[src/rtl/jtag_tap_ctrl.sv]
// jtag_tap_ctrl: IEEE 1149.1-style TAP controller with IR, BYPASS/IDCODE/CHAIN_SEL DRs and boundary-scan sequencing
//   tck         test clock, all state changes on its rising edge
//   trst        asynchronous active-high reset
//   tms, tdi    test mode select and serial data in
//   bsr_so      serial out of the selected boundary-scan chain
//   tdo, tdo_en serial data out and its enable (Shift-IR/Shift-DR only)
//   chain_sel   select to the downstream scan-chain mux
//   bsr_*       capture/shift/update strobes, EXTEST mode and serial in to the chains
//   tap_state   current FSM state for debug
module jtag_tap_ctrl #(
    parameter int          CHAIN_NUM  = 2,
    parameter int          SEL_WIDTH  = (CHAIN_NUM > 1) ? $clog2(CHAIN_NUM) : 1,
    parameter int          IR_WIDTH   = 4,
    parameter logic [31:0] IDCODE_VAL = 32'h4A7B_2001
) (
    input  logic                 tck,
    input  logic                 trst,
    input  logic                 tms,
    input  logic                 tdi,
    input  logic                 bsr_so,
    output logic                 tdo,
    output logic                 tdo_en,
    output logic [SEL_WIDTH-1:0] chain_sel,
    output logic                 bsr_capture,
    output logic                 bsr_shift,
    output logic                 bsr_update,
    output logic                 bsr_mode,
    output logic                 bsr_tdi,
    output logic [3:0]           tap_state
);
    typedef enum logic [3:0] {
        TLR = 4'd0, RTI, SEL_DR, CAP_DR, SH_DR, EX1_DR, PAUSE_DR, EX2_DR, UPD_DR,
        SEL_IR, CAP_IR, SH_IR, EX1_IR, PAUSE_IR, EX2_IR, UPD_IR
    } state_e;

    localparam logic [IR_WIDTH-1:0] IR_EXTEST = '0;
    localparam logic [IR_WIDTH-1:0] IR_SAMPLE = IR_WIDTH'(1);
    localparam logic [IR_WIDTH-1:0] IR_IDCODE = IR_WIDTH'(2);
    localparam logic [IR_WIDTH-1:0] IR_CSEL   = IR_WIDTH'(3);

    state_e                state_q, state_d;
    logic [IR_WIDTH-1:0]   ir_q, ir_d, ir_sr_q, ir_sr_d;
    logic [31:0]           id_sr_q, id_sr_d;
    logic [SEL_WIDTH-1:0]  csel_sr_q, csel_sr_d, chain_sel_q, chain_sel_d;
    logic                  bypass_q, bypass_d;
    logic                  is_bsr, is_idcode, is_csel, is_bypass;

    assign is_bsr    = (ir_q == IR_EXTEST) || (ir_q == IR_SAMPLE);
    assign is_idcode = ir_q == IR_IDCODE;
    assign is_csel   = ir_q == IR_CSEL;
    assign is_bypass = !(is_bsr || is_idcode || is_csel);

    always_comb begin
        state_d = state_q;
        unique case (state_q)
            TLR:      state_d = tms ? TLR      : RTI;
            RTI:      state_d = tms ? SEL_DR   : RTI;
            SEL_DR:   state_d = tms ? SEL_IR   : CAP_DR;
            CAP_DR:   state_d = tms ? EX1_DR   : SH_DR;
            SH_DR:    state_d = tms ? EX1_DR   : SH_DR;
            EX1_DR:   state_d = tms ? UPD_DR   : PAUSE_DR;
            PAUSE_DR: state_d = tms ? EX2_DR   : PAUSE_DR;
            EX2_DR:   state_d = tms ? UPD_DR   : SH_DR;
            UPD_DR:   state_d = tms ? SEL_DR   : RTI;
            SEL_IR:   state_d = tms ? TLR      : CAP_IR;
            CAP_IR:   state_d = tms ? EX1_IR   : SH_IR;
            SH_IR:    state_d = tms ? EX1_IR   : SH_IR;
            EX1_IR:   state_d = tms ? UPD_IR   : PAUSE_IR;
            PAUSE_IR: state_d = tms ? EX2_IR   : PAUSE_IR;
            EX2_IR:   state_d = tms ? UPD_IR   : SH_IR;
            UPD_IR:   state_d = tms ? SEL_DR   : RTI;
        endcase
    end

    // Entering TLR by TMS restores the same register state as trst.
    always_comb begin
        ir_d        = ir_q;
        ir_sr_d     = ir_sr_q;
        id_sr_d     = id_sr_q;
        csel_sr_d   = csel_sr_q;
        chain_sel_d = chain_sel_q;
        bypass_d    = bypass_q;
        if (state_d == TLR) begin
            ir_d        = IR_IDCODE;
            ir_sr_d     = '0;
            id_sr_d     = '0;
            csel_sr_d   = '0;
            chain_sel_d = '0;
            bypass_d    = 1'b0;
        end else if (state_q == CAP_IR) begin
            ir_sr_d = IR_WIDTH'(1);
        end else if (state_q == SH_IR) begin
            ir_sr_d = {tdi, ir_sr_q[IR_WIDTH-1:1]};
        end else if (state_q == UPD_IR) begin
            ir_d = ir_sr_q;
        end else if (state_q == CAP_DR) begin
            id_sr_d   = is_idcode ? IDCODE_VAL  : id_sr_q;
            csel_sr_d = is_csel   ? chain_sel_q : csel_sr_q;
            bypass_d  = is_bypass ? 1'b0        : bypass_q;
        end else if (state_q == SH_DR) begin
            id_sr_d   = is_idcode ? {tdi, id_sr_q[31:1]} : id_sr_q;
            // Concatenate-and-shift keeps this valid for a 1-bit select register.
            csel_sr_d = is_csel   ? SEL_WIDTH'({tdi, csel_sr_q} >> 1) : csel_sr_q;
            bypass_d  = is_bypass ? tdi : bypass_q;
        end else if (state_q == UPD_DR && is_csel && 32'(csel_sr_q) < 32'(CHAIN_NUM)) begin
            chain_sel_d = csel_sr_q;
        end
    end

    always_ff @(posedge tck or posedge trst) begin
        if (trst) begin
            state_q     <= TLR;
            ir_q        <= IR_IDCODE;
            ir_sr_q     <= '0;
            id_sr_q     <= '0;
            csel_sr_q   <= '0;
            chain_sel_q <= '0;
            bypass_q    <= 1'b0;
        end else begin
            state_q     <= state_d;
            ir_q        <= ir_d;
            ir_sr_q     <= ir_sr_d;
            id_sr_q     <= id_sr_d;
            csel_sr_q   <= csel_sr_d;
            chain_sel_q <= chain_sel_d;
            bypass_q    <= bypass_d;
        end
    end

    assign tdo_en      = (state_q == SH_IR) || (state_q == SH_DR);
    assign tdo         = (state_q == SH_IR) ? ir_sr_q[0] :
                         (state_q != SH_DR) ? 1'b0 :
                         is_bsr    ? bsr_so :
                         is_idcode ? id_sr_q[0] :
                         is_csel   ? csel_sr_q[0] : bypass_q;
    assign bsr_capture = is_bsr && (state_q == CAP_DR);
    assign bsr_shift   = is_bsr && (state_q == SH_DR);
    assign bsr_update  = is_bsr && (state_q == UPD_DR);
    assign bsr_mode    = ir_q == IR_EXTEST;
    assign bsr_tdi     = tdi;
    assign chain_sel   = chain_sel_q;
    assign tap_state   = state_q;
endmodule

[config.mk]
export PLATFORM = sky130hd
export DESIGN_NAME = jtag_tap_ctrl
export DESIGN_NICKNAME = d
export VERILOG_FILES = /design/src/rtl/jtag_tap_ctrl.sv
export SDC_FILE = /design/constraint.sdc
export NUM_CORES = 1
export LEC_CHECK = 0
export ABC_CLOCK_PERIOD_IN_PS = 1800
export CAP_MARGIN = 15
export CORE_ASPECT_RATIO = 1.5
export CORE_MARGIN = 2
export CORE_UTILIZATION = 30
export CTS_CLUSTER_SIZE = 12
export DETAILED_ROUTE_END_ITERATION = 10
export PLACE_DENSITY_LB_ADDON = 0.12
export SYNTH_ARGS = -nofsm -noshare
export SYNTH_HDL_FRONTEND = slang
export SYNTH_SLANG_ARGS = --single-unit
[constraint.sdc]
create_clock -name tck -period 1.8 [get_ports tck]
set_input_delay 0.36 -clock tck [delete_from_list [all_inputs] [get_ports tck]]
set_output_delay 0.36 -clock tck [all_outputs]
set_load 0.05 [all_outputs]
==> impl_metrics.tcl <==
set metrics [dict create \
    syn2layout_area_growth_pct 48.5 \
    detail_route.vias_per_cell 5.17 \
    mean_area_per_synthesized_cell_sq_um 8.74 \
    power.leakage_uw 0.00145 \
    multi_input_area_sq_um 1350 \
    syn_area_sq_um 2360 \
    cts_htree_levels 2 \
    synth_enable_flop_cells 0 \
    floorplan.core_area_sq_um 7610 \
    worstPathRequired_ns 1.44 \
    cp-start-kind "register" \
    drive_gt1_share_pct 37.2 \
    power-per-cell-area_nw_per_um2 1750 \
    cts.root.buffer_cell "clkbuf_16" \
    worstSetupPathType "register to primary output" \
    yosysWarningCount 0 \
    residual_drc 0 \
    grt_pass1_vias 2166 \
    timing.setup.tns_ns -5.02 \
    most_used_cells_in_the_layout_excluding_fill_and_tap_cells "dfrtp_1, nand2_1, nand3_2" \
    initial_utilization_pct 31.0 \
    nets 314 \
    timing.critical_path.arrival_ns 1.76 \
    nFillCells 754 \
    final_cells 411 \
    stdcell_area_sq_um 3500 \
    max_slew_headroom_pct 72.7 \
    yosysTopAreaCell "dfrtp_1" \
    finalMaxSlewViolations 0 \
    critical-path-top-delay-family "simple AND/OR/NAND/NOR gates" \
    post-place-cells 391 \
    violated_checks "setup timing" \
    synthTopCellsByArea "dfrtp_1, nand3_1, nand2_1, o21ai_1, o21ai_0" \
    clkTransAtPathRegs_ns 0.06 \
    synth_top_flop_cell "dfrtp_1" \
    grt_setup_unrepaired "yes" \
    drt-initial-drc-count 123 \
    wl_per_cell_um 15.8 \
    layout_worst_path_cycle_share_pct 118 \
    netlist_instances 270 \
    cts_sinks 47 \
    cts_buffer_depth 2 \
    report.power.total_uw 6140 \
    timing.critical_path.cells "or4b_4 -> a21oi_4 -> o221ai_2 -> nand2_4 -> buf_12" \
    worst_slew_pin_slew_ns 0.409 \
    critical_path.n_buffers_inverters 1 \
    cpMaxStageDelayCell "or4b_4" \
    tritoncts.num_buffers 5 \
    cp_slowest_stage_delay_ns 0.58 \
    setup_viol_count_final 38 \
    worst_hold_path_type "primary input to asynchronous set/reset pin" \
    detailedPlacementHpwl_um 3750 \
    ir_drop_uv 739 \
    drt_pre_antenna_iters 4 \
    floorplan.die.height_um 113 \
    wirelength_um 6500 \
    detailedPlace.worstSlack_ns -0.144 \
    gp_congestion 0.748 \
    final.setup.worst_slack_ns -0.320 \
    route.vias.total 2126 \
    die_w_um 76.4 \
    io_pins 17 \
    finalHoldViolations 0 \
    grt_max_degree 48 \
    insertedDiodeCount 0 \
    min_period_ns 2.12 \
    synth_async_sr_flop_share_pct 100 \
    grt_antenna_before_repair 0 \
    synth_top_area_share_pct 48.8 \
    seq_area_frac_synth_pct 49.9 \
    grtUsageTotal_pct 15.9 \
    grt.overflow.total 0 \
    tritoncts "yes" \
    syn-num-nets 275 \
    drv.max_cap_violation_count 0 \
    placementRows 39 \
    skew_ns 0.00213 \
    global_route_wire_length_before_repair_um 11100 \
    ctsHoldBuffers 0 \
    clkLatencyLatePin_ns 0.28 \
    most_common_library_cell_in_the_layout_ignoring_fill_and_taps "dfrtp_1" \
    max_clock_freq_mhz 472 \
    outcome "complete, but fails checks" \
    synth_seq_cells 47 \
    worstPathMaxFanout 5 \
    placed_cell_area_sq_um 2980 \
    numPortBuffers 16 \
    yosys.cell_types.count 39 \
    crit_path_end_kind "primary output" \
    floorplan.die_area_sq_um 8600 \
    drt.antenna.violating_nets 0 \
    regArea_sq_um 1180 \
]
==> final timing paths <==
| check | from | endpoint | slack, ns | cells after the start |
|---|---|---|---|---|
| setup reg to reg | tap_state[1] | id_sr_q[11] | -0.19 | 8 |
| min in group tck | id_sr_q[17] | id_sr_q[17] | 0.50 | 2 |
| max in group asynchronous | trst | ir_q[1] | 1.10 | 3 |
| setup / recovery | tap_state[1] | tdo | -0.32 | 5 |
| hold / removal | trst | id_sr_q[5] | 0.43 | 3 |
| hold reg to reg | id_sr_q[17] | id_sr_q[17] | 0.50 | 2 |
==> synth_stat cells (all sizes together), types with 2 or more instances <==
cell type	instances
dfrtp	46
nand2	40
nand3	38
o21ai	38
nor2	19
a21oi	14
clkbuf	13
buf	11
inv	8
nor3	5
mux2i	4
a211oi	3
nand2b	3
nor2b	3
a311oi	2
nand4	2
nor3b	2
o211ai	2
o22ai	2
or4b	2
==> per-stage QoR <==
stage          utilization [%]  hold WS (ns)
2_1_floorplan                -         0.463
3_3_place_gp              39.1         0.487
3_5_place_dp              39.1         0.489
4_1_cts                   46.0         0.449
5_1_grt                   46.0         0.475
6_report                  46.0         0.430
==> power by group <==
group | switching, uW | internal (uW)
registers | 186 | 1350
logic | 2070 | 1660
clock network | 370 | 509
total | 2620 | 3520
==> area by class of cell <==
| cell class | instances | area share (%) |
|---|---|---|
| tap | 102 | 3.64 |
| inverter | 8 | 0.857 |
| timing repair buffer | 52 | 19.4 |
| sequential | 47 | 33.7 |
| multi-input combinational | 195 | 38.6 |
| clock buffer | 7 | 3.79 |
==> per-layer routing <==
metal	share of wire [%]	vias up	GRT usage, %
met5	0	-	0
met2	53	36	28.4
met3	2.4	11	2.33
met4	1.9	0	5.33
li1	-	1027	-
met1	43	1052	19.5
==> worst min-delay path: cells and delay by family <==
family	cells	cell delay (ns)
buf+inv	3	0.72
==> state kept, by name, summed over array words and instances (netlist names) <==
register and cells:
id_sr_q 32, ir_q 4, ir_sr_q 4, tap_state 4
bypass_q 1, chain_sel 1, csel_sr_q 1
==> cells by family (layout without fill, tap and decap cells) <==
group / count (synthesis) / in the layout / synth area share, %
AND/OR/NAND/NOR: 120 / 120 / 24.1
buffers and inverters: 32 / 67 / 7.11
AO/OA/AOI/OAI: 66 / 70 / 16.8
multiplexers: 4 / 4 / 1.70
XOR/XNOR: 1 / 1 / 0.371
flip-flops: 47 / 47 / 49.9
==> repair_timing <==
item | 4_1_cts | 5_1_grt
pin swaps | 32 | 3
setup buffers | 6 | 1
gates cloned | 7 | 0
gates resized for setup | 50 | 3
endpoints found under the setup margin | 38 | 40
Note: power is estimated with default switching activity, not from simulation.
